File: src/rtl/multicycle_ctrl.sv
// Multicycle FETCH/DECODE/EXEC/MEM/WB sequencer for the RV32 integer datapath.
// Define CTRL_PERF_CNT_EN to build the cycle/instret performance counters.
module multicycle_ctrl #(
  parameter int TIMEOUT = 255,
  parameter int CNT_W   = 32
) (
  input  logic             clk,
  input  logic             reset,
  input  logic [31:0]      instr,
  input  logic             zero,
  input  logic             imem_ready,
  input  logic             dmem_ready,
  output logic             imem_req,
  output logic             irwrite,
  output logic             dmem_req,
  output logic             dmem_we,
  output logic             pcen,
  output logic             memtoreg,
  output logic             brtaken,
  output logic             alusrcimm,
  output logic             writesreg,
  output logic             jump,
  output logic             trap,
  output logic [CNT_W-1:0] cycle_cnt,
  output logic [CNT_W-1:0] instret_cnt
);

  localparam logic [2:0] S_FETCH  = 3'd0;
  localparam logic [2:0] S_DECODE = 3'd1;
  localparam logic [2:0] S_EXEC   = 3'd2;
  localparam logic [2:0] S_MEM    = 3'd3;
  localparam logic [2:0] S_WB     = 3'd4;
  localparam logic [2:0] S_TRAP   = 3'd5;

  localparam logic [6:0] OP_LOAD   = 7'b0000011;
  localparam logic [6:0] OP_STORE  = 7'b0100011;
  localparam logic [6:0] OP_OP     = 7'b0110011;
  localparam logic [6:0] OP_OPIMM  = 7'b0010011;
  localparam logic [6:0] OP_BRANCH = 7'b1100011;
  localparam logic [6:0] OP_JAL    = 7'b1101111;

  localparam logic [15:0] TIMEOUT_W = 16'(TIMEOUT);

  logic [2:0]  r_state;
  logic [2:0]  w_next;
  logic [15:0] r_wait;
  logic [15:0] w_waitNext;
  logic [6:0]  w_opcode;
  logic [2:0]  w_funct3;
  logic        w_isBranch;
  logic        w_legal;
  logic        w_unused;

  assign w_opcode   = instr[6:0];
  assign w_funct3   = instr[14:12];
  assign w_isBranch = (w_opcode == OP_BRANCH) && (w_funct3 == 3'b000 || w_funct3 == 3'b001);
  assign w_legal    = (w_opcode == OP_LOAD) || (w_opcode == OP_STORE) || (w_opcode == OP_OP) ||
                      (w_opcode == OP_OPIMM) || (w_opcode == OP_JAL) || w_isBranch;
  assign w_unused   = ^{instr[31:15], instr[11:7]};

  always_comb begin
    w_next    = r_state;
    imem_req  = 1'b0;
    irwrite   = 1'b0;
    dmem_req  = 1'b0;
    dmem_we   = 1'b0;
    pcen      = 1'b0;
    memtoreg  = 1'b0;
    brtaken   = 1'b0;
    alusrcimm = 1'b0;
    writesreg = 1'b0;
    jump      = 1'b0;
    trap      = 1'b0;
    case (r_state)
      S_FETCH: begin
        imem_req = 1'b1;
        if (imem_ready) begin
          irwrite = 1'b1;
          w_next  = S_DECODE;
        end else if (r_wait == TIMEOUT_W) begin
          w_next = S_TRAP;
        end
      end
      S_DECODE: w_next = w_legal ? S_EXEC : S_TRAP;
      S_EXEC: begin
        w_next = S_FETCH;
        case (w_opcode)
          OP_OP: begin
            writesreg = 1'b1;
            pcen      = 1'b1;
          end
          OP_OPIMM: begin
            writesreg = 1'b1;
            alusrcimm = 1'b1;
            pcen      = 1'b1;
          end
          OP_BRANCH: begin
            brtaken = (w_funct3 == 3'b000) ? zero : ~zero;
            pcen    = 1'b1;
          end
          OP_JAL: begin
            jump = 1'b1;
            pcen = 1'b1;
          end
          OP_LOAD, OP_STORE: begin
            alusrcimm = 1'b1;
            w_next    = S_MEM;
          end
          default: w_next = S_TRAP;
        endcase
      end
      S_MEM: begin
        dmem_req  = 1'b1;
        alusrcimm = 1'b1;
        dmem_we   = (w_opcode == OP_STORE);
        // A ready arriving on the timeout cycle still completes the access.
        if (dmem_ready) begin
          if (w_opcode == OP_STORE) begin
            pcen   = 1'b1;
            w_next = S_FETCH;
          end else begin
            w_next = S_WB;
          end
        end else if (r_wait == TIMEOUT_W) begin
          w_next = S_TRAP;
        end
      end
      S_WB: begin
        memtoreg  = 1'b1;
        writesreg = 1'b1;
        alusrcimm = 1'b1;
        pcen      = 1'b1;
        w_next    = S_FETCH;
      end
      S_TRAP:  trap = 1'b1;
      default: w_next = S_FETCH;
    endcase
  end

  always_comb begin
    w_waitNext = r_wait;
    if ((w_next != r_state) && (w_next == S_FETCH || w_next == S_MEM)) begin
      w_waitNext = 16'd0;
    end else if ((r_state == S_FETCH && !imem_ready) || (r_state == S_MEM && !dmem_ready)) begin
      w_waitNext = r_wait + 16'd1;
    end
  end

  always_ff @(posedge clk or posedge reset) begin
    if (reset) begin
      r_state <= S_FETCH;
      r_wait  <= 16'd0;
    end else begin
      r_state <= w_next;
      r_wait  <= w_waitNext;
    end
  end

`ifdef CTRL_PERF_CNT_EN
  logic [CNT_W-1:0] r_cycleCnt;
  logic [CNT_W-1:0] r_instretCnt;

  // Retirement is exactly a pcen cycle, so TRAP naturally freezes instret.
  always_ff @(posedge clk or posedge reset) begin
    if (reset) begin
      r_cycleCnt   <= '0;
      r_instretCnt <= '0;
    end else begin
      r_cycleCnt <= r_cycleCnt + CNT_W'(1);
      if (pcen) begin
        r_instretCnt <= r_instretCnt + CNT_W'(1);
      end
    end
  end

  assign cycle_cnt   = r_cycleCnt;
  assign instret_cnt = r_instretCnt;
`else
  assign cycle_cnt   = '0;
  assign instret_cnt = '0;
`endif

endmodule

File: config.mk
export PLATFORM = sky130hd
export DESIGN_NAME = multicycle_ctrl
export DESIGN_NICKNAME = d
export VERILOG_FILES = /design/src/rtl/multicycle_ctrl.sv
export SDC_FILE = /design/constraint.sdc
export NUM_CORES = 1
export LEC_CHECK = 0
export ABC_AREA = 1
export BUFFER_PORTS_ARGS = -buffer_cell sky130_fd_sc_hd__buf_2
export CAP_MARGIN = 20
export CELL_PAD_IN_SITES_DETAIL_PLACEMENT = 1
export CELL_PAD_IN_SITES_GLOBAL_PLACEMENT = 1
export CORE_MARGIN = 8
export CORE_UTILIZATION = 33
export DETAILED_ROUTE_END_ITERATION = 10
export PLACE_DENSITY = 0.94
export RECOVER_POWER = 25
export SYNTH_ARGS = -nofsm -noshare
export SYNTH_HDL_FRONTEND = slang
export SYNTH_SLANG_ARGS = --single-unit
File: constraint.sdc
create_clock -name clk -period 4.3 [get_ports clk]
set_input_delay 0.86 -clock clk [delete_from_list [all_inputs] [get_ports clk]]
set_output_delay 0.86 -clock clk [all_outputs]
set_load 0.005 [all_outputs]
; Yosys cells after proc, flatten, opt, wreduce, memory -nomap -nowiden
; Index checks and enable logic that the tools add are counted.
[totals]
regBits = 19
input_bits = 37
output_inout_bits = 75
[classes]
addsub = 1
eq_ne = 15
muxes = 29
bitwise = 1
n_reduce_logical = 23
[op_table]
columns = operator, n
row1 = two-way mux 16 bit, 2
row2 = two-way mux 1 bit, 17
row3 = "adder 16 x 1 -> 16 bit, second input constant", 1
row4 = "== test 16 x 8 -> 1 bit, second input constant", 1
row5 = two-way mux 3 bit, 5
row6 = case mux 3 bit (5 select lines), 1
row7 = "== test 7 x 6 -> 1 bit, second input constant", 2
row8 = "== test 7 bit, second input constant", 2
row9 = "== test 3 x 2 -> 1 bit, second input constant", 3
row10 = logical NOT 3 bit, 3
row11 = logical OR 1 bit, 8
row12 = "== test 7 x 2 -> 1 bit, second input constant", 1
row13 = "== test 7 x 5 -> 1 bit, second input constant", 1
row14 = "== test 3 x 1 -> 1 bit, second input constant", 2
row15 = "== test 3 bit, second input constant", 2
row16 = case mux 3 bit (2 select lines), 1
row17 = OR reduction 2 bit, 3
row18 = logical AND 1 bit, 4
row19 = case mux 1 bit (2 select lines), 2
row20 = OR reduction 4 bit, 1
row21 = inequality test 3 bit, 1
row22 = case mux 1 bit (3 select lines), 1
row23 = OR reduction 3 bit, 1
row24 = logical NOT 1 bit, 2
row25 = 2 further kinds, 2

; Longest topological paths before layout
; Gate-level depths: netlist (run 1).
[logic_depth]
ltp_word = 12
depth_mapped = 13
depth_no_buf = 12

; Worst setup path before layout (run 1)
; OpenSTA, ideal clock, no wires.
[synth_timing]
kind = input-to-output
from = input port instr[3]
to = output port pcen
t_arrival_ns = 1.523
path_slack_ns = 1.917
cell_stages = 6
path_buffers = 0
path_cell_list = nor2_1 nand2_1 inv_2 nand2_1 and3_1 o221ai_1
[synth_via]
elab_chain_cells = 4
[synth_rtl]
columns = element, line_no
row1 = from (decl), 9  ; input logic [31:0] instr,
row2 = "== test 7 bit, or another cell as far along", 87  ; case (w_opcode)
row3 = OR reduction 4 bit (no line) / two-way mux 1 bit (equally long branches), --
row4 = "two-way mux 1 bit, on equally long branches", "87, 117"
row5 = case mux 1 bit (3 select lines) *, 74  ; case (r_state)
row6 = to (decl), 17  ; output logic pcen,
; Mark *: on every way between the ends. The rest lies on a longest branch, timed or not.

; Final worst setup path (run 1)
; Same ends and word-level chain as after synthesis.

==> results.md, run 1 <==
Status:
- The flow ran to the end, and the final reports show no timing, DRC or antenna violations.

Worst setup path:
- Measured in cells, the most critical reg-to-reg path has a length of 9.
- The arrival time at the worst endpoint is 1.88 ns.
- In this run the critical register-to-register path is captured at r_wait[10]$_DFFE_PP0P_.
- The critical-path maximum fanout is 4.
- Traced cell by cell, the critical path runs through buf_2, nor2_1, nand2_1, inv_2, nand2_1, and3_1, o221ai_1, buf_2.
- At the worst endpoint, the required time is roughly 3.4 ns.
- The slowest cell on the critical path is sky130_fd_sc_hd__and3_1.
- Tracing the worst setup path back leads to its startpoint at instr[3].
- For this run, the slowest stage of the critical path takes between 0.15 and 0.2 ns.
- The type of element launching the critical path is a primary input.
- The critical path is of the in -> out type.
- The startpoint of the worst register-to-register path is r_wait[0]$_DFFE_PP0P_.
- The destination of the critical timing path is pcen.
- The worst setup path is captured at an output pin.
- The register-to-register setup slack is about 2.3 ns.

Global route:
- The via count of the first global-routing pass was roughly 1700.
- The number of antenna violations at the first check in global routing came to 0.
- Entering global routing, the biggest net connects 20 pins.
- Global routing used 10.3% of the available tracks across all layers.
- The first global-routing pass estimated about 7.5 mm of wire.
- The global-route congestion overflow total is 0.

Clocking:
- The maximum clock insertion buffer count is 2.
- The clock tree from TritonCTS is built.
- In this run, post-CTS hold repair placed 0 buffers.
- The later pin in the worst-skew pair is clocked with a latency of roughly 0.26 ns.
- The maximum level of the CTS H-tree is 1.
- The clock-pin slew on the worst setup and hold paths is 0.07 ns.
- The number of buffers created by CTS is 3.
- The number of clock sinks seen by CTS is 19.
- The number of gates resized after CTS was 0.
- The root buffer cell chosen for the clock tree is sky130_fd_sc_hd__clkbuf_8.
- The number of buffers inserted by post-CTS setup repair is 0.

Drt:
- The post-detailed-route via-to-cell ratio is roughly 4.2.
- The count of TritonRoute iterations in the first routing pass is 4.
- The final route contains approximately 1500 vias.
- After detailed routing, the number of remaining DRC violations is 0.
- In this run the remaining antenna-violating nets after routing total 0.
- The number of violations reported at the end of detailed-routing iteration 0 is 27.
- Dividing the detail-routed wire length by the instance count gives around 12 um.
- After detailed routing, the total wire length is roughly 4.4 mm.

Pwr:
- Combinational logic burns between 50% and 60% of the power.
- The internal power contribution is 0.000365 W.
- The share of power burned in the clock network is around 17%.
- The register share of total power is between 30% and 40%.
- Net switching is 50.0% of the power.
- The net switching power figure is about 0.00036 W.
- In this run the static leakage power is around 1.1 nW.
- The power per cell area is roughly 370 mW/mm2.
- The maximum resistive drop on vdd is roughly 0.20 mV.

Floorplanning:
- approximately 110 I/O pins were placed.
- The initial utilization of the core area, before any placement, comes to about a third.
- From left edge to right edge, the die measures around 93 um.
- The core area is 0.00585 mm2.
- The number of placement rows is 28.
- The die covers between 0.008 and 0.009 mm2.
- The height of the die is between 90 and 100 um.

Timing:
- The relative slew slack is between 50% and 60%.
- The fraction of the cycle the final worst path needs is a little under two thirds.
- The number of pins exceeding their max-slew limit in the final report came to 0.
- Summed over all failing endpoints, the final setup total negative slack is 0 ns.
- The final period demand of the worst path is between 2 and 3 ns.
- Setup repair after global routing left no endpoint under its margin.
- Timing would allow up to ~360 MHz.
- Clock skew on the completed layout was measured at 0.00139 ns.
- At the pin with the least slew margin, the transition time is around 0.74 ns.
- Setup violations remaining at the end of the flow were counted as 0.
- The final-report hold violation count is 0.

Logic synthesis:
- The library cell occupying the most area in the post-synthesis netlist is sky130_fd_sc_hd__buf_4.
- During synthesis, Yosys emitted a total of 0 warnings.
- The async set or reset register ratio after synthesis is 100%.
- The synthesized area is roughly 0.0020 mm2.
- After synthesis, the largest area contributor takes up 24.4% of total cell area.
- The average instance in the mapped netlist occupies approximately 7.5 um2.
- Sequential cells were found to cover between 20% and 30% of the synthesized design area.
- For this run, the leading register cell type out of synthesis is sky130_fd_sc_hd__dfrtp_1.
- The number of enable-type register cells in the synthesized netlist is 0.
- The commonest cells after synthesis are sky130_fd_sc_hd__buf_4, sky130_fd_sc_hd__nand2_1, sky130_fd_sc_hd__inv_1.
- The most numerous cell in the Yosys netlist is sky130_fd_sc_hd__buf_4.
- Ranked by total cell area, the synthesized netlist is headed by sky130_fd_sc_hd__buf_4, sky130_fd_sc_hd__dfrtp_1, sky130_fd_sc_hd__nand2_1, sky130_fd_sc_hd__inv_1, sky130_fd_sc_hd__nor2_1.
- The gate count of the mapped netlist is ~260.
- The synthesized netlist contains 34 unique library cells.
- The number of storage elements in the synthesis netlist is 19.

Layout:
- The area of all placed cells without fillers is slightly below 0.002 mm2.
- At the end of the flow the core is filled with cells to between 30% and 40%.
- The count of antenna diodes in the layout is 0.
- The non-filler instance count after layout is around 360.
- The share of final-layout standard cells stronger than drive strength 1 is 20.5%.
- The number of nets at the end of the flow is between 300 and 400.
- The post-synthesis to final-layout area growth is -0.572%.

Placement:
- The final estimated routing congestion in global placement is between 0.8 and 0.9.
- In this run the cell area measured after placement is 0.00191 mm2.
- After detailed placement, the design holds a cell count of between 300 and 400.
- After legalization and detailed placement, the total HPWL measured roughly 3.7 mm.
- The count of input and output buffers is 25.

Worst hold path:
- In this run the worst hold path is classified as reg -> reg.

Run:
- The number of max-cap violations is 0.
[how the worst min path moves through the flow]
stage / start / to / slack (ns) / cells past startpoint
after floorplan: r_wait[6]$_DFFE_PP0P_ / r_wait[6]$_DFFE_PP0P_ / 0.53 / 2
after global placement: r_wait[6]$_DFFE_PP0P_ / r_wait[6]$_DFFE_PP0P_ / 0.55 / 2
after detailed placement: r_wait[1]$_DFFE_PP0P_ / r_wait[1]$_DFFE_PP0P_ / 0.58 / 2
after CTS: r_wait[1]$_DFFE_PP0P_ / r_wait[1]$_DFFE_PP0P_ / 0.60 / 2
after global routing: r_wait[1]$_DFFE_PP0P_ / r_wait[1]$_DFFE_PP0P_ / 0.62 / 2
final: r_wait[1]$_DFFE_PP0P_ / r_wait[1]$_DFFE_PP0P_ / 0.59 / 2
[cell type report]
cell class                      instances  area (um2)
Clock buffer                            4        45.0
Fill cell                             779        3890
Inverter                               34         128
Multi-Input combinational cell        206        1090
Sequential cell                        19         475
Tap cell                               75        93.8
Timing Repair Buffer                   25         125
[worst max-delay path: cells and delay by family]
kind                   cells  cell delay (ns)
buffers and inverters      3             0.34
and+or+nand+nor            4             0.51
AOI/OAI and AO/OA          1             0.17
[power by group through the flow]
stage	Combinational (W)	Sequential [W]	Clock (W)
5_1_grt	0.000419	0.000233	0.000135
3_3_place_gp	0.000357	0.000231	0
6_report	0.000373	0.000229	0.000126
2_1_floorplan	0.000368	0.000226	0
4_1_cts	0.000376	0.000230	0.000130
3_5_place_dp	0.000374	0.000233	0
[metrics by stage]
stage          hold WS, ns  setup slack [ns]  total power, W
5_1_grt              0.622              1.43        0.000788
4_1_cts              0.598              1.54        0.000736
6_report             0.592              1.56        0.000729
3_5_place_dp         0.581              1.55        0.000608
3_3_place_gp         0.551              1.60        0.000589
2_1_floorplan        0.531              1.92        0.000594
[kinds of logic (layout without fill, tap and decap cells)]
| kind of cell | after synthesis | in the layout | share of synthesized area [%] |
|---|---|---|---|
| AND/OR/NAND/NOR | 106 | 106 | 27.6 |
| buffers and inverters | 100 | 63 | 32.5 |
| AO/OA/AOI/OAI | 23 | 23 | 9.53 |
| flip-flops | 19 | 19 | 24.1 |
| XOR/XNOR | 11 | 11 | 4.89 |
| adder cells (fa/ha/maj) | 1 | 1 | 0.635 |
| other | 1 | 64 | 0.190 |
| multiplexers | 1 | 1 | 0.508 |
[state kept, by name (all words and copies together), names as in the netlist]
signal   count
r_wait      16
r_state      3
[cell usage in the layout, fill, tap and decap left out]
cell / n
sky130_fd_sc_hd__a21oi_1: 6
sky130_fd_sc_hd__a21oi_2: 9
sky130_fd_sc_hd__a21oi_4: 2
sky130_fd_sc_hd__and3_1: 1
sky130_fd_sc_hd__buf_2: 25
sky130_fd_sc_hd__clkbuf_1: 1
sky130_fd_sc_hd__clkbuf_8: 3
sky130_fd_sc_hd__clkinv_1: 1
sky130_fd_sc_hd__conb_1: 64
sky130_fd_sc_hd__dfrtp_1: 19
sky130_fd_sc_hd__ha_1: 1
sky130_fd_sc_hd__inv_1: 30
sky130_fd_sc_hd__inv_2: 3
sky130_fd_sc_hd__mux2i_1: 1
sky130_fd_sc_hd__nand2_1: 41
sky130_fd_sc_hd__nand2_2: 2
sky130_fd_sc_hd__nand2_4: 2
sky130_fd_sc_hd__nand3_1: 17
sky130_fd_sc_hd__nand3_2: 2
sky130_fd_sc_hd__nand4_1: 4
sky130_fd_sc_hd__nand4_4: 2
sky130_fd_sc_hd__nor2_1: 23
sky130_fd_sc_hd__nor2_2: 5
sky130_fd_sc_hd__nor2_4: 2
sky130_fd_sc_hd__nor3_1: 4
sky130_fd_sc_hd__nor3_4: 1
sky130_fd_sc_hd__o2111ai_1: 1
sky130_fd_sc_hd__o211ai_1: 1
sky130_fd_sc_hd__o21ai_0: 1
sky130_fd_sc_hd__o21ai_1: 1
sky130_fd_sc_hd__o21bai_2: 1
sky130_fd_sc_hd__o221ai_1: 1
sky130_fd_sc_hd__xnor2_1: 3
sky130_fd_sc_hd__xor2_1: 8
[layer usage]
layer	wire (um)	GRT usage (%)	vias up
met5	0	0	-
met4	66	4.03	0
met3	349	2.48	4
met2	2270	19.3	52
met1	1730	10.7	720
li1	-	-	747
Power figures use the tool's default switching activity.
==> inputs of run 2 (changes only) <==
--- a/config.mk
+++ b/config.mk
@@ -11,9 +11,9 @@
 export CELL_PAD_IN_SITES_DETAIL_PLACEMENT = 1
 export CELL_PAD_IN_SITES_GLOBAL_PLACEMENT = 1
 export CORE_MARGIN = 8
-export CORE_UTILIZATION = 33
+export CORE_UTILIZATION = 30
 export DETAILED_ROUTE_END_ITERATION = 10
-export PLACE_DENSITY = 0.94
+export PLACE_DENSITY = 0.87
 export RECOVER_POWER = 25
 export SYNTH_ARGS = -nofsm -noshare
 export SYNTH_HDL_FRONTEND = slang
==> constraint.sdc (replaced) <==
create_clock -name clk -period 2.6 [get_ports clk]
set_input_delay 0.52 -clock clk [delete_from_list [all_inputs] [get_ports clk]]
set_output_delay 0.52 -clock clk [all_outputs]
set_load 0.005 [all_outputs]
==> run 2 against run 1 <==
Net effect: total power is 66% higher; sequential power increased by 66%; worst setup slack got worse by 1.0 ns.
==> results.md, run 2 (synthesis gave the netlist of run 1 again) <==
Status:
- Outcome: completed (unchanged).

Global route:
- The layer carrying the most global-route usage is met2 (unchanged).
- The met3 track demand over resource came to 3.70% (was 2.48%).
- The via count of the first global-routing pass was 1663 (was 1681).
- The number of antenna violations at the first check in global routing is 0 (unchanged).
- The pin count of the biggest net entering global routing is 20 (unchanged).
- The global-route met1 utilization is 9.70% (was 10.7%).
- The met2 global-route usage came to 17.5% (was 19.3%).
- The global-route congestion overflow total is 0 (unchanged).
- The overall track demand over capacity in global routing is 9.37% (was 10.3%).
- The first-pass GRT wire length was 7.70 mm (was 7.53 mm).

Layout:
- The share of final-layout standard cells stronger than drive strength 1 is 20.8% (was 20.5%).
- Largest registers ranked by flip-flop count: r_wait: 16 flops, r_state: 3 flops (unchanged).
- The post-synthesis to final-layout area growth is -0.0634% (was -0.572%).
- The commonest non-fill, non-tap cell in the layout is sky130_fd_sc_hd__conb_1 (unchanged).
- The number of flip-flops under the largest register name is 16 (unchanged).
- The register with the most flip-flops is r_wait (unchanged).
- The number of nets at the end of the flow is 328 (was 327).
- Highest-count cells in the layout ignoring fill and taps: sky130_fd_sc_hd__conb_1, sky130_fd_sc_hd__nand2_1, sky130_fd_sc_hd__inv_1, sky130_fd_sc_hd__buf_2, sky130_fd_sc_hd__nor2_1 (unchanged).
- The count of antenna diodes in the layout is 0 (unchanged).
- The count of filler cells inserted in the layout is 814 (was 779).

Worst hold path:
- The class of the worst hold path is in -> async (was reg -> reg).

Clocking:
- The maximum clock insertion buffer count is 2 (unchanged).
- The count of hold-fix buffers inserted at cts was 0 (unchanged).
- The number of instances resized during post-cts repair came to 0 (unchanged).
- The number of buffers created by CTS was 3 (unchanged).
- The maximum level of the CTS H-tree is 1 (unchanged).
- The clock tree from TritonCTS is built (unchanged).
- The root buffer selected by CTS is sky130_fd_sc_hd__clkbuf_8 (unchanged).
- The number of clock sinks seen by CTS is 19 (unchanged).
- The clock-pin slew on the worst setup and hold paths is 0.07 ns (about the same).
- The clock latency reported for the late side of the worst-skew pair is 0.26 ns (about the same).
- The number of buffers inserted by post-CTS setup repair is 0 (unchanged).

Timing:
- The worst clock skew is 0.00305 ns (was 0.00139 ns).
- The final period demand of the worst path is between 2 and 2.5 ns.
- The final-report setup violation count is 0 (unchanged).
- Dividing the final minimum period by the clock period gives between 80% and 90%.
- The sum of negative setup slack is 0 ns (unchanged).
- The transition time at the pin with the least slew margin is 0.755 ns (was 0.740 ns).
- The relative slew slack is 49.6% (was 50.6%).
- The upper clock frequency limit is 479 MHz.
- The final-report hold violation count is 0 (unchanged).
- The final hold slack is 0.385 ns (was 0.592 ns).
- Setup repair after global routing missed its margin: false (unchanged).
- The number of pins exceeding their max-slew limit in the final report was 0 (unchanged).

Pwr:
- The switching share of power is 49.0% (was 50.0%).
- The combinational power share is 51.8% (was 51.2%).
- The net switching power figure is 0.000595 W (was 0.000364 W).
- The internal power contribution is 0.000618 W (was 0.000365 W).
- The maximum resistive drop on vdd is 0.376 mV (was 0.204 mV).
- The static leakage is 1.09 nW (about the same).
- The register share of total power is 31.3% (was 31.5%).
- The power per cell area is 617 mW/mm2 (was 372 mW/mm2).
- The share of power burned in the clock network came to 16.9% (was 17.3%).

Worst setup path:
- The element type at the critical path end was an output pin (unchanged).
- The required time of the worst setup path was 2.08 ns (was 3.44 ns).
- The arrival time at the worst endpoint is 1.57 ns (was 1.88 ns).
- The type of the worst setup path is reg -> out (was in -> out).
- The path depth of the worst reg2reg path is 11 (was 9).
- The critical-path maximum fanout is 6 (was 4).
- The type of element launching the critical path is a register (was primary input).

Drt:
- The wire length per cell was 12.0 um (was 12.2 um).
- The number of nets still failing antenna checks after routing is 0 (unchanged).
- The count of TritonRoute iterations in the first routing pass is 4 (unchanged).
- The post-detailed-route via-to-cell ratio was 4.14 (was 4.20).
- The remaining design rule violation count is 0 (unchanged).
- The aggregate routed wire length was 4.40 mm (was 4.42 mm).
- The detailed-route via count is 1514 (was 1523).
- The number of violations reported at the end of detailed-routing iteration 0 is 24 (was 27).

Placement:
- The count of input and output buffers is 25 (unchanged).
- The detailed-placement wirelength estimate is 3.72 mm (was 3.73 mm).
- The final estimated routing congestion in global placement came to 0.822 (was 0.808).

Floorplanning:
- The number of placement rows is 29 (was 28).
- The die outline area is 0.00941 mm2 (was 0.00870 mm2).
- The horizontal extent of the die is 97.0 um (was 93.3 um).
- The height of the die is 97.0 um (was 93.3 um).
- The core area is 0.00635 mm2 (was 0.00585 mm2).
- The number of top-level pins is 112 (unchanged).
- The initial standard-cell utilization of the core is 31.0% (was 33.7%).

Run:
- The number of max-cap violations came to 0 (unchanged).
## run 2: cell count changes in the layout (fill, tap and decap cells not counted), sizes merged
cell / before / now
buf: 25 / 26
## run 2: through the flow
stage | utilization (%) | setup WS (ns) | total power (W) | cell area (um2) | std cells
3_3_place_gp | 30.3 | 0.570 | 0.00100 | 1920 | 362
2_1_floorplan | - | 0.888 | 0.000982 | 2210 | 325
6_report | 31.0 | 0.510 | 0.00121 | 1970 | 366
3_5_place_dp | 30.3 | 0.511 | 0.00102 | 1920 | 362
5_1_grt | 31.0 | 0.366 | 0.00132 | 1970 | 366
4_1_cts | 31.0 | 0.503 | 0.00123 | 1970 | 366
## run 2: cell type report
type | count | area [um2] | share of cell area [%]
clock buffers | 4 | 45.0 | 2.29
repair buffers | 26 | 133 | 6.74
well taps | 77 | 96.3 | 4.90
flip-flops and latches | 19 | 475 | 24.2
multi-input cells | 206 | 1090 | 55.4
inverters | 34 | 128 | 6.48
## run 2: worst paths after layout
kind	startpoint	to	slack, ns
setup / recovery	r_state[2]$_DFF_PP0_	alusrcimm	0.51
hold / removal	reset	r_wait[15]$_DFFE_PP0P_	0.38
setup reg to reg	r_wait[0]$_DFFE_PP0P_	r_wait[12]$_DFFE_PP0P_	0.60
hold reg to reg	r_wait[6]$_DFFE_PP0P_	r_wait[6]$_DFFE_PP0P_	0.57
max in group asynchronous	reset	r_wait[8]$_DFFE_PP0P_	1.74
min in group clk	r_wait[6]$_DFFE_PP0P_	r_wait[6]$_DFFE_PP0P_	0.57
## run 2: power by group through the flow
stage / sequential, W / combinational (W) / clock [W]
floorplan: 0.000374 / 0.000608 / 0
global placement: 0.000382 / 0.000618 / 0
detailed placement: 0.000387 / 0.000634 / 0
CTS: 0.000381 / 0.000637 / 0.000215
global route: 0.000388 / 0.000704 / 0.000232
finish: 0.000380 / 0.000629 / 0.000205
## run 2: worst max-delay path: stages, from the launching register on
cell and delay (ns):
sky130_fd_sc_hd__dfrtp_1 0.46, sky130_fd_sc_hd__nor3_4 0.30, sky130_fd_sc_hd__inv_2 0.10, sky130_fd_sc_hd__nor2_4 0.13, sky130_fd_sc_hd__inv_1 0.09, sky130_fd_sc_hd__o2111ai_1 0.09, sky130_fd_sc_hd__buf_2 0.14
## run 2: per-layer routing
layer | share of wire, % | vias to the layer above | wire length, um
met2 | 53 | 44 | 2330
met3 | 7.2 | 2 | 316
li1 | - | 746 | -
met5 | 0 | - | 0
met4 | 0.32 | 0 | 14
met1 | 39 | 722 | 1730
==> inputs of run 3 (changes only) <==
--- a/config.mk
+++ b/config.mk
@@ -11,9 +11,9 @@
 export CELL_PAD_IN_SITES_DETAIL_PLACEMENT = 1
 export CELL_PAD_IN_SITES_GLOBAL_PLACEMENT = 1
 export CORE_MARGIN = 8
-export CORE_UTILIZATION = 30
+export CORE_UTILIZATION = 27
 export DETAILED_ROUTE_END_ITERATION = 10
-export PLACE_DENSITY = 0.87
+export PLACE_DENSITY = 0.83
 export RECOVER_POWER = 25
 export SYNTH_ARGS = -nofsm -noshare
 export SYNTH_HDL_FRONTEND = slang
==> constraint.sdc (replaced) <==
create_clock -name clk -period 1.8 [get_ports clk]
set_input_delay 0.36 -clock clk [delete_from_list [all_inputs] [get_ports clk]]
set_output_delay 0.36 -clock clk [all_outputs]
set_load 0.005 [all_outputs]
==> run 3 against run 2 <==
Net effect: critical path depth fell by 1; sequential power rose by 44%; the flow now finishes with violations (setup timing); global-route usage rose by 0.35 points; die area rose by 9.2%; via count rose by 9.8%; design area rose by 22%; wire length rose by 26%; largest power group unchanged; largest cell class unchanged.
==> results.md, run 3 (synthesis gave the netlist of run 1 again) <==
Drt:
- The wire length per cell came to 13.3 um (was 12.0 um).
- The count of TritonRoute iterations in the first routing pass is 4 (unchanged).
- The post-detailed-route via-to-cell ratio is 4.00 (was 4.14).
- The aggregate routed wire length came to 5.52 mm (was 4.40 mm).
- The remaining design rule violation count came to 0 (unchanged).
- The number of nets still failing antenna checks after routing was 0 (unchanged).
- The detailed-route via count is 1662 (was 1514).
- The number of violations reported at the end of detailed-routing iteration 0 is 48 (was 24).

Clocking:
- The number of buffers created by CTS is 3 (unchanged).
- The number of clock sinks seen by CTS came to 19 (unchanged).
- The clock tree from TritonCTS is built (unchanged).
- The clock latency reported for the late side of the worst-skew pair is 0.26 ns (about the same).
- The maximum clock insertion buffer count was 2 (unchanged).
- The root buffer selected by CTS is sky130_fd_sc_hd__clkbuf_8 (unchanged).
- The count of hold-fix buffers inserted at cts is 0 (unchanged).
- The maximum level of the CTS H-tree is 1 (unchanged).
- The clock-pin slew on the worst setup and hold paths was 0.07 ns (about the same).

Layout:
- The area of all placed cells without fillers is 0.00240 mm2 (was 0.00197 mm2).
- The count of antenna diodes in the layout is 0 (unchanged).
- The post-synthesis to final-layout area growth is 22.1% (was -0.0634%).
- The commonest non-fill, non-tap cell in the layout was sky130_fd_sc_hd__conb_1 (unchanged).
- The area of combinational cells with multiple inputs is 0.00127 mm2 (was 0.00109 mm2).
- The register with the most flip-flops is r_wait (unchanged).
- The register area is 479 um2 (was 475 um2).
- The count of filler cells inserted in the layout is 921 (was 814).
- The share of final-layout standard cells stronger than drive strength 1 is 37.2% (was 20.8%).
- The non-filler instance count after layout is 416 (was 366).
- The number of flip-flops under the largest register name is 16 (unchanged).
- Highest-count cells in the layout ignoring fill and taps: sky130_fd_sc_hd__conb_1, sky130_fd_sc_hd__nand2_1, sky130_fd_sc_hd__inv_1, sky130_fd_sc_hd__buf_2, sky130_fd_sc_hd__buf_4 (was sky130_fd_sc_hd__conb_1, sky130_fd_sc_hd__nand2_1, sky130_fd_sc_hd__inv_1, sky130_fd_sc_hd__buf_2, sky130_fd_sc_hd__nor2_1).
- The number of nets at the end of the flow is 356 (was 328).
- The final standard cell utilization of the core came to 33.5% (was 31.0%).
- Largest registers ranked by flip-flop count: r_wait: 16 flops, r_state: 3 flops (unchanged).

Floorplanning:
- The initial standard-cell utilization of the core was 27.4% (was 31.0%).
- The die outline area is 0.0103 mm2 (was 0.00941 mm2).
- The number of top-level pins is 112 (unchanged).
- The horizontal extent of the die is 101 um (was 97.0 um).
- The number of placement rows is 31 (was 29).
- The height of the die is 101 um (was 97.0 um).
- The core area is 0.00718 mm2 (was 0.00635 mm2).

Worst setup path:
- The reg-to-reg critical path endpoint was r_wait[2]$_DFFE_PP0P_ (was r_wait[12]$_DFFE_PP0P_).
- The required time of the worst setup path is 1.44 ns (was 2.08 ns).
- The critical-path maximum fanout is 3 (was 6).
- The type of element launching the critical path was a register (unchanged).
- The startpoint of the worst register-to-register path is r_state[1]$_DFF_PP0_ (was r_wait[0]$_DFFE_PP0P_).
- The path depth of the worst reg2reg path was 7 (was 11).
- The arrival time at the worst endpoint was 1.46 ns (was 1.57 ns).
- The destination of the critical timing path is alusrcimm (unchanged).
- The start point of the critical path is r_state[0]$_DFF_PP0_ (was r_state[2]$_DFF_PP0_).
- The type of the worst setup path is reg -> out (unchanged).
- The element type at the critical path end is an output pin (unchanged).
- The register-to-register setup slack is 0.03 ns (was 0.60 ns).

Pwr:
- The maximum resistive drop on vdd came to 0.479 mV (was 0.376 mV).
- The overall power consumption is 0.00227 W (was 0.00121 W).
- The static leakage was 1.25 nW (was 1.09 nW).
- The power per cell area is 944 mW/mm2 (was 617 mW/mm2).

Worst hold path:
- The class of the worst hold path was in -> async (unchanged).

Timing:
- The transition time at the pin with the least slew margin came to 1.07 ns (was 0.755 ns).
- The final worst slack is -0.0199 ns (was 0.510 ns).
- The final-report hold violation count is 0 (unchanged).
- The relative slew slack is 29.0% (was 49.6%).
- Setup repair after global routing missed its margin: true (was false).
- Based on the critical path, the design can be clocked at up to between 500 and 600 MHz.
- The final-report setup violation count is 1 (was 0).
- The number of pins exceeding their max-slew limit in the final report is 0 (unchanged).
- The worst clock skew is 0.00282 ns (was 0.00305 ns).
- The worst path in the final design needs a cycle of around 1.8 ns, including I/O delays and setup.
- The fraction of the cycle the final worst path needs is 101%.

Global route:
- The number of antenna violations at the first check in global routing was 0 (unchanged).
- The pin count of the biggest net entering global routing is 20 (unchanged).
- The global-route congestion overflow total came to 0 (unchanged).
- The first-pass GRT wire length is 7.96 mm (was 7.70 mm).
- The via count of the first global-routing pass is 1760 (was 1663).
- The overall track demand over capacity in global routing is 9.72% (was 9.37%).

Placement:
- The count of input and output buffers is 25 (unchanged).
- The worst slack at placement is -0.106 ns (was 0.511 ns).
- The detailed-placement wirelength estimate is 3.90 mm (was 3.72 mm).
- The final estimated routing congestion in global placement is 0.765 (was 0.822).
- The cell total after placement is 396 (was 362).
- The total cell area at the placement stage is 0.00205 mm2 (was 0.00192 mm2).

Run:
- The number of max-cap violations is 0 (unchanged).

Status:
- Outcome: finished, violations left (was completed).
- The checks that failed: setup timing.
run 3: stage by stage:
stage | hold WS, ns | setup TNS, ns
6_report | 0.418 | -0.0199
5_1_grt | 0.524 | -0.906
4_1_cts | 0.111 | -0.00456
3_5_place_dp | 0.402 | -1.10
3_3_place_gp | 0.402 | -0.120
2_1_floorplan | 0.311 | 0
run 3: area by class of cell:
type	count	share of cell area, %
Multi-Input combinational cell	207	52.8
Sequential cell	19	19.9
Timing Repair Buffer	53	14.9
Tap cell	99	5.15
Inverter	34	5.41
Clock buffer	4	1.87
run 3: layer usage:
layer  GRT usage, %  part of all wire [%]
met3           1.99                   6.4
met2           19.0                    57
met5              0                     0
met1           9.40                    35
met4           4.70                   1.6
run 3: worst min-delay path by stage:
stage	start	to	slack, ns	depth (start not counted)
after detailed placement	reset	r_wait[12]$_DFFE_PP0P_	0.40	3
after CTS	reset	r_wait[12]$_DFFE_PP0P_	0.11	3
after global placement	reset	r_wait[13]$_DFFE_PP0P_	0.40	3
after global routing	reset	r_wait[12]$_DFFE_PP0P_	0.52	3
final	reset	r_wait[12]$_DFFE_PP0P_	0.42	3
after floorplan	reset	r_state[0]$_DFF_PP0_	0.31	1
run 3: what timing repair did:
item | CTS | global route
setup endpoints to repair | 19 | 25
gates cloned | 0 | 1
resized for setup | 11 | 36
pin swaps | 4 | 15
buffers inserted | 9 | 6
run 3: where the power goes:
part | switching, W | total (W) | internal [W]
Clock | 0.000145 | 0.000303 | 0.000158
Sequential | 0.0000684 | 0.000549 | 0.000481
Combinational | 0.000900 | 0.00142 | 0.000519
Total | 0.00111 | 0.00227 | 0.00116
run 3: critical path, stage by stage (launching register included):
cell and delay, ns:
sky130_fd_sc_hd__dfrtp_2 0.43, sky130_fd_sc_hd__nor3_4 0.24, sky130_fd_sc_hd__buf_6 0.14, sky130_fd_sc_hd__nand3_4 0.06
sky130_fd_sc_hd__o2111ai_2 0.17, sky130_fd_sc_hd__buf_2 0.15
